File: config.mk
export PLATFORM = sky130hd
export DESIGN_NAME = csb_slave_regfile
export DESIGN_NICKNAME = d
export VERILOG_FILES = /design/src/rtl/csb_slave_pkg.sv /design/src/rtl/csb_slave_stall_gen.sv /design/src/rtl/csb_slave_regfile.sv
export SDC_FILE = /design/constraint.sdc
export NUM_CORES = 1
export LEC_CHECK = 0
export BUFFER_PORTS_ARGS = -buffer_cell sky130_fd_sc_hd__buf_2
export CORE_MARGIN = 10
export CORE_UTILIZATION = 65
export CTS_CLUSTER_DIAMETER = 80
export DETAILED_ROUTE_END_ITERATION = 16
export PLACE_DENSITY_LB_ADDON = 0.1
export SETUP_SLACK_MARGIN = 0.2
export SYNTH_ARGS = -nofsm -noshare
export SYNTH_HDL_FRONTEND = slang
export SYNTH_SLANG_ARGS = --single-unit
File: constraint.sdc
create_clock -name clk -period 3.65 [get_ports clk]
set_clock_uncertainty 0.05 [all_clocks]
set_input_delay 0.365 -clock clk [delete_from_list [all_inputs] [get_ports clk]]
set_output_delay 0.365 -clock clk [all_outputs]
set_load 0.05 [all_outputs]
File: src/rtl/csb_slave_pkg.sv
// csb_slave_pkg: shared types, constants and decode helper for the CSB register-file slave.
// Contents: rsp_kind_e (response type held in pipeline stage 1), CSB_SLV_ERR_DATA, in_range().
package csb_slave_pkg;

    typedef enum logic [1:0] {RSP_NONE, RSP_READ, RSP_WRC} rsp_kind_e;

    localparam logic [31:0] CSB_SLV_ERR_DATA = 32'hDEAD_BEEF;

    function automatic logic in_range(input logic [63:0] idx, input int unsigned num_regs);
        return idx < 64'(num_regs);
    endfunction

endpackage

File: src/rtl/csb_slave_stall_gen.sv
// csb_slave_stall_gen: pseudo-random request back-pressure for the CSB slave (built only with CSB_SLAVE_STALL_EN).
// Ports: clk, rst_n (async active-low), prdy (registered ready, low for one cycle after an edge where lfsr[2:0]==0).
module csb_slave_stall_gen #(
    parameter logic [7:0] STALL_SEED = 8'hA5
) (
    input  logic clk,
    input  logic rst_n,
    output logic prdy
);

    logic [7:0] lfsr_q, lfsr_d;
    logic       prdy_q, prdy_d;

    // Fibonacci LFSR, taps 8,6,5,4
    always_comb begin
        lfsr_d = {lfsr_q[6:0], lfsr_q[7] ^ lfsr_q[5] ^ lfsr_q[4] ^ lfsr_q[3]};
        prdy_d = lfsr_q[2:0] != 3'b000;
    end

    always_ff @(posedge clk or negedge rst_n) begin
        if (!rst_n) begin
            lfsr_q <= STALL_SEED;
            prdy_q <= 1'b0;
        end else begin
            lfsr_q <= lfsr_d;
            prdy_q <= prdy_d;
        end
    end

    assign prdy = prdy_q;

endmodule

File: src/rtl/csb_slave_regfile.sv
// csb_slave_regfile: CSB target with NUM_REGS registers (index 0 = read-only ID) and a fixed 2-cycle response pipeline.
// Ports: clk, rst_n (async active-low); request pvld/prdy/addr/write/wdata/nposted;
//        responses rvld/rdata (reads) and wr_complete (non-posted writes), strictly in order.
// Optional: define CSB_SLAVE_STALL_EN to add LFSR-driven prdy stalls.
module csb_slave_regfile
    import csb_slave_pkg::*;
#(
    parameter int                         CSB_ADDR_WIDTH = 16,
    parameter int                         CSB_DATA_WIDTH = 32,
    parameter int                         NUM_REGS       = 16,
    parameter logic [CSB_ADDR_WIDTH-1:0]  BASE_ADDR      = 16'h0000,
    parameter logic [CSB_DATA_WIDTH-1:0]  ID_VALUE       = 32'h0000_C5B0,
    parameter logic [7:0]                 STALL_SEED     = 8'hA5
) (
    input  logic                      clk,
    input  logic                      rst_n,
    input  logic                      pvld,
    output logic                      prdy,
    input  logic [CSB_ADDR_WIDTH-1:0] addr,
    input  logic                      write,
    input  logic [CSB_DATA_WIDTH-1:0] wdata,
    input  logic                      nposted,
    output logic                      wr_complete,
    output logic                      rvld,
    output logic [CSB_DATA_WIDTH-1:0] rdata
);

    localparam int IDX_W = NUM_REGS > 1 ? $clog2(NUM_REGS) : 1;

    logic                      accept, hit;
    logic [CSB_ADDR_WIDTH-1:0] idx;
    logic [IDX_W-1:0]          widx;
    logic [CSB_DATA_WIDTH-1:0] regs_q [NUM_REGS];
    logic [CSB_DATA_WIDTH-1:0] regs_d [NUM_REGS];
    rsp_kind_e                 s1_kind_q, s1_kind_d;
    logic [CSB_DATA_WIDTH-1:0] s1_data_q, s1_data_d, rdata_q, rdata_d;
    logic                      rvld_q, rvld_d, wr_complete_q, wr_complete_d;

`ifdef CSB_SLAVE_STALL_EN
    csb_slave_stall_gen #(.STALL_SEED(STALL_SEED)) u_stall_gen (
        .clk   (clk),
        .rst_n (rst_n),
        .prdy  (prdy)
    );
`else
    logic prdy_q, prdy_d, unused_seed;
    assign prdy_d      = 1'b1;
    assign unused_seed = ^STALL_SEED;
    always_ff @(posedge clk or negedge rst_n) begin
        if (!rst_n) prdy_q <= 1'b0;
        else        prdy_q <= prdy_d;
    end
    assign prdy = prdy_q;
`endif

    always_comb begin
        // unsigned wrap: addresses below BASE_ADDR land far out of range
        idx    = addr - BASE_ADDR;
        hit    = in_range(64'(idx), NUM_REGS);
        widx   = idx[IDX_W-1:0];
        accept = pvld && prdy;
        regs_d = regs_q;
        if (accept && write && hit && idx != '0) regs_d[widx] = wdata;
        // posted writes leave nothing in the pipeline
        s1_kind_d     = !accept ? RSP_NONE : !write ? RSP_READ : nposted ? RSP_WRC : RSP_NONE;
        s1_data_d     = idx == '0 ? ID_VALUE : hit ? regs_q[widx] : CSB_DATA_WIDTH'(CSB_SLV_ERR_DATA);
        rvld_d        = s1_kind_q == RSP_READ;
        wr_complete_d = s1_kind_q == RSP_WRC;
        rdata_d       = rvld_d ? s1_data_q : rdata_q;
    end

    always_ff @(posedge clk or negedge rst_n) begin
        if (!rst_n) begin
            regs_q        <= '{default: '0};
            s1_kind_q     <= RSP_NONE;
            s1_data_q     <= '0;
            rvld_q        <= 1'b0;
            wr_complete_q <= 1'b0;
            rdata_q       <= '0;
        end else begin
            regs_q        <= regs_d;
            s1_kind_q     <= s1_kind_d;
            s1_data_q     <= s1_data_d;
            rvld_q        <= rvld_d;
            wr_complete_q <= wr_complete_d;
            rdata_q       <= rdata_d;
        end
    end

    assign rvld        = rvld_q;
    assign wr_complete = wr_complete_q;
    assign rdata       = rdata_q;

endmodule

# Word level (Yosys, flattened, before mapping)
# Cells that the tools add are included.
classes:
  reduce_logical: 7
  n_bitwise: 1
  shift: 0
  multipliers: 0
  magnitude_cmp: 3
  n_addsub: 0
  muxes: 11
  div_mod_pow: 0
  n_eq_ne: 2
op_table:
  columns: ["operator", "count"]
  rows:
  - ["$bwmux W512", 1]
  - ["$mux W32", 5]
  - ["$bmux W32 S4", 1]
  - ["$demux W32 S4", 1]
  - ["$logic_not A16 Y1", 1]
  - ["$lt A16 B5 Y1 const B", 1]
  - ["$reduce_bool A16 Y1", 1]
  - ["$mux W2", 3]
  - ["$ge A5 B5 Y1 const B", 1]
  - ["$logic_and A1 B1 Y1", 5]
  - ["$lt A5 B1 Y1 const B", 1]
  - ["$not A4 Y5", 1]
  - ["$eq A2 B1 Y1 const B", 1]
  - ["$eq A2 B2 Y1 const B", 1]
totals:
  inputBits: 53
  latch_bits: 0
  ram_bits: 0
  rom_bits: 0
  register_bits: 581
  memories: 0

# Longest topological paths before layout
logic_depth:
  ltp_word: 6
  mapped_depth: 8
  mapped_depth_nobuf: 4

# Least setup slack after synthesis
# No wires, ideal clock.
synth_timing:
  path_type: "register to register"
  start: "reg prdy_q (netlist: prdy)"
  end: "reg regs_q[100] (netlist name)"
  stages_incl_launch_ff: 6
  setup_ns: 0.125
  period_less_slack_ns: 2.211
  t_arrival_ns: 2.036
  path_buffers: 1
  path_slack_ns: 1.439
  cell_sequence: "dfrtp_1 -> and3_1 -> nand3_1 -> nor4_4 -> buf_6 -> mux2_2"
synth_between:
  elab_chain_len: 4
synth_rtl:
  columns: ["element", "line", "rtl"]
  rows:
  - ["from (decl)", "csb_slave_regfile.sv:46", "logic prdy_q, prdy_d, unused_seed;"]
  - ["from (signal assigned)", "csb_slave_regfile.sv:51", "else prdy_q <= prdy_d;"]
  - ["$logic_and A1 B1 Y1", "csb_slave_regfile.sv:61", "accept = pvld && prdy;"]
  - ["$logic_and A1 B1 Y1 (3 in a row)", "csb_slave_regfile.sv:63", "if (accept && write && hit && idx != '0) regs_d[widx] = wdata;"]
  - ["to (signal assigned)", "csb_slave_regfile.sv:81", "regs_q <= regs_d;"]
  - ["to (decl)", "csb_slave_regfile.sv:33", "logic [CSB_DATA_WIDTH-1:0] regs_q [NUM_REGS];"]
# Every way passes these cells.
# A chain may end at the register's enable or synchronous reset.

# Worst setup path after layout
layout_timing:
  start: "in write"
  end: "reg regs_q[438] (netlist name)"
layout_between:
  elab_chain_len: 3
layout_rtl:
  columns: ["element", "line", "rtl"]
  rows:
  - ["from (decl)", "csb_slave_regfile.sv:20", "input logic write,"]
  - ["$logic_and A1 B1 Y1 (3 in a row)", "csb_slave_regfile.sv:63", null]
# Every way passes these cells.

==> summary.txt <==
Timing
  • Worst Slack Setup Final: 1.31 ns
  • Final period util: 64.2%
  • Worst-Margin Slew: 0.824 ns
  • RSZ-0062 raised after global routing: false
  • Rel. slew slack: 45.1%
  • Final hold violations: 0
  • Final setup viols: 0
  • Final hold slack: 0.134 ns
  • Minimum clock period: 2.34 ns
  • Pins Over Slew Limit: 0
  • Total Neg Setup Slack: 0 ns
  • Achievable frequency: 427 MHz

GRT
  • Maximum number of pins on one net before global-route repair: 88
  • Number of global-route vias before repair: 15400
  • Overall overflow remaining after global route: 0
  • Global-route wire length before repair: 91000 microns
  • Overall fraction of global-route tracks in use: 24.8%
  • Initial antenna violation count: 3

Clock tree
  • Number of buffers inserted during clock tree synthesis: 58
  • Post-CTS setup-driven buffer insertion count: 0
  • Post-CTS clock slew at the launch and capture registers of the worst setup and hold paths: 0.06 ns
  • Clk sink count: 578
  • Total of hold buffers inserted after clock tree synthesis: 4
  • Latest clock arrival within the worst-skew pair: 0.61 ns
  • Buffers from clock root to sink, at most: 3
  • TritonCTS clock tree: done
  • Clk root buf: sky130_fd_sc_hd__clkbuf_16
  • Number of resized instances in the post-cts repair step: 0
  • Number of H-tree levels: 2

Outcome
  • Result of the run: finished, final reports clean

Place
  • HPWL after detailed placement: 34600 microns
  • Last weighted congestion value of the routability-driven placer: 0.784
  • Worst slack at placement: 0.994 ns
  • Port-buffer cells: 87

Drt
  • Total detailed-routing wirelength: 57500 microns
  • Number of vias after detailed routing: 14000
  • Top Metal Used: met5
  • Vias/cell: 6.28
  • Number of detailed-route iterations in the first pass: 5
  • Number of nets with antenna violations after detailed routing: 0
  • M1 wire length: 24900 microns
  • Routed length per placed instance: 25.8 microns
  • Met2 wire length: 28700 microns
  • Drt drc: 0
  • Number of violations reported at the end of detailed-routing iteration 0: 964
  • Routed length on met3: 2440 microns

Synthesis
  • Syn_nets: 1666
  • Total of warnings raised by yosys: 0
  • Cell Area, Synth: 25400 sq um
  • Post-synthesis cell type count: 39
  • Proportion of synthesized chip area in sequential cells: 56.9%
  • Share of async-settable or async-resettable flops after synthesis: 100%
  • Gate Count Post-Synth: 1613
  • Avg Inst Size Synth: 15.8 sq um
  • Most instantiated flip-flop cell in the synthesis netlist: sky130_fd_sc_hd__dfrtp_1
  • Number of synthesized flops with an enable pin: 0
  • Flops & latches, synth: 578

Floorplanning
  • Die X-Extent: 218 microns
  • I/O pin count: 88
  • Effective utilization at floorplan: 65.8%
  • Std-Cell Core Area: 38600 sq um
  • Die footprint: 47400 sq um
  • Placement Rows: 72
  • Height of the chip: 218 microns

Critical path
  • Critical path startpoint category: input port
  • Endpoint type of the worst setup path: register
  • Worst setup slack for register-to-register paths: 1.34 ns
  • Worst r2r dst: regs_q[438]
  • Worst path required time: 4.08 ns
  • Crit path DAT: 2.77 ns
  • Number of cells on the worst reg-to-reg path: 6
  • Crit Path Class: in2reg
  • Worst Path Max Fanout: 27
  • Reg2reg start: prdy

Min path
  • Destination of the worst hold path: regs_q[267]
  • Hold Path Class: in2reg
  • Hold Crit Start: wdata[11]
  • Hold Path Depth: 2

Cells and area
  • Filler cell count in the final layout: 2445
  • Highest-count cells in the layout ignoring fill and taps: sky130_fd_sc_hd__dfrtp_1 (578), sky130_fd_sc_hd__mux2_2 (509), sky130_fd_sc_hd__mux4_2 (92)
  • Most frequent standard cell in the layout excluding fill and tap cells: sky130_fd_sc_hd__dfrtp_1
  • Ratio of cells with drive above 1 in the final layout: 50.4%
  • Relative area change from synthesis to final layout: 11.1%
  • Number of nets in the final layout: 1720
  • Share of the core filled with cells in the final layout: 73.1%

Pwr
  • Total power: 12900 uW
  • Peak supply drop: 0.437 mV
  • Leakage: 0.0137 uW
  • Power density cells: 455 nW/um^2

Job
  • Max-cap violations: 0
cells by family (layout without fill, tap and decap cells):
| group | after synthesis | after routing | share of synthesized area [%] |
|---|---|---|---|
| muxes | 699 | 699 | 35.0 |
| DFF | 578 | 578 | 56.9 |
| buffers and inverters | 160 | 259 | 3.20 |
| AOI/OAI and AO/OA | 88 | 88 | 2.39 |
| and+or+nand+nor | 87 | 87 | 2.56 |
| other | 1 | 3 | 0.0147 |
final cells by class:
class | count | area [sq um] | area share (%)
clock buffer | 94 | 1800 | 6.37
sequential | 578 | 14500 | 51.2
timing repair buffer | 154 | 1060 | 3.75
clock inverter | 11 | 108 | 0.381
tap | 518 | 648 | 2.29
multi-input combinational | 875 | 10200 | 36.0
antenna | 2 | 5.00 | 0.0177
routing by layer:
layer,global-route usage [%],vias up
met5,0,-
met4,8.05,2
met3,4.33,98
met2,41.2,295
met1,32.9,7572
li1,-,6040
critical path, cell delays in order:
cell and delay (ns):
sky130_fd_sc_hd__dlygate4sd3_1 0.53, sky130_fd_sc_hd__buf_2 0.11, sky130_fd_sc_hd__and3_1 0.30, sky130_fd_sc_hd__nand4_1 0.12
sky130_fd_sc_hd__buf_4 0.26, sky130_fd_sc_hd__nor3_4 0.16, sky130_fd_sc_hd__buf_4 0.50, sky130_fd_sc_hd__mux2_2 0.41
report_power, final:
group	switching, uW	internal [uW]
clock	2420	3490
sequential	2.02	6410
combinational	397	144
worst max-delay path by stage:
stage / startpoint / cells past startpoint / to / slack, ns
global route: write / 8 / regs_q[438] / 1.24
global placement: addr[0] / 6 / s1_data_q[14] / 1.01
finish: write / 8 / regs_q[438] / 1.31
detailed placement: addr[0] / 6 / s1_data_q[14] / 0.99
CTS: write / 8 / regs_q[438] / 1.32
floorplan: prdy / 5 / regs_q[100] / 1.44
cell usage after synthesis (2+ instances only):
library cell / count / area share (%)
sky130_fd_sc_hd__o22ai_1: 33 / 0.81
sky130_fd_sc_hd__a21oi_1: 8 / 0.16
sky130_fd_sc_hd__nand4_1: 2 / 0.049
sky130_fd_sc_hd__buf_4: 43 / 1.3
sky130_fd_sc_hd__buf_1: 6 / 0.089
sky130_fd_sc_hd__nand2b_1: 8 / 0.20
sky130_fd_sc_hd__nor2b_1: 7 / 0.17
sky130_fd_sc_hd__and2_1: 3 / 0.074
sky130_fd_sc_hd__or3_1: 6 / 0.15
sky130_fd_sc_hd__nand3_1: 3 / 0.059
sky130_fd_sc_hd__buf_2: 24 / 0.47
sky130_fd_sc_hd__o21ai_0: 9 / 0.18
sky130_fd_sc_hd__clkbuf_1: 84 / 1.2
sky130_fd_sc_hd__o311ai_0: 15 / 0.52
sky130_fd_sc_hd__dfrtp_1: 578 / 57
sky130_fd_sc_hd__buf_6: 3 / 0.13
sky130_fd_sc_hd__nor3_4: 10 / 0.64
sky130_fd_sc_hd__a22oi_1: 13 / 0.38
sky130_fd_sc_hd__o211ai_1: 4 / 0.12
sky130_fd_sc_hd__or2_2: 3 / 0.074
sky130_fd_sc_hd__mux2i_1: 11 / 0.43
sky130_fd_sc_hd__nor2_1: 10 / 0.15
sky130_fd_sc_hd__mux2_2: 509 / 23
sky130_fd_sc_hd__nor3_2: 2 / 0.079
sky130_fd_sc_hd__mux2_1: 87 / 3.9
sky130_fd_sc_hd__mux4_2: 92 / 8.1
sky130_fd_sc_hd__and3_1: 2 / 0.049
sky130_fd_sc_hd__nor4_4: 5 / 0.42
sky130_fd_sc_hd__nand2_1: 23 / 0.34
sequential cells by signal, summed over array words and instances (netlist names):
| register | cells |
|---|---|
| prdy | 1 |
| rvld | 1 |
| regs_q | 509 |
| s1_kind_q | 2 |
| rdata | 32 |
| wr_complete | 1 |
| s1_data_q | 32 |
stage by stage:
stage | instance area, sq um | cells
floorplan | 25400 | 1613
global placement | 26300 | 2121
detailed placement | 26300 | 2121
CTS | 28300 | 2230
global route | 28300 | 2232
finish | 28300 | 2232
Note: power is estimated with default switching activity, not from simulation.
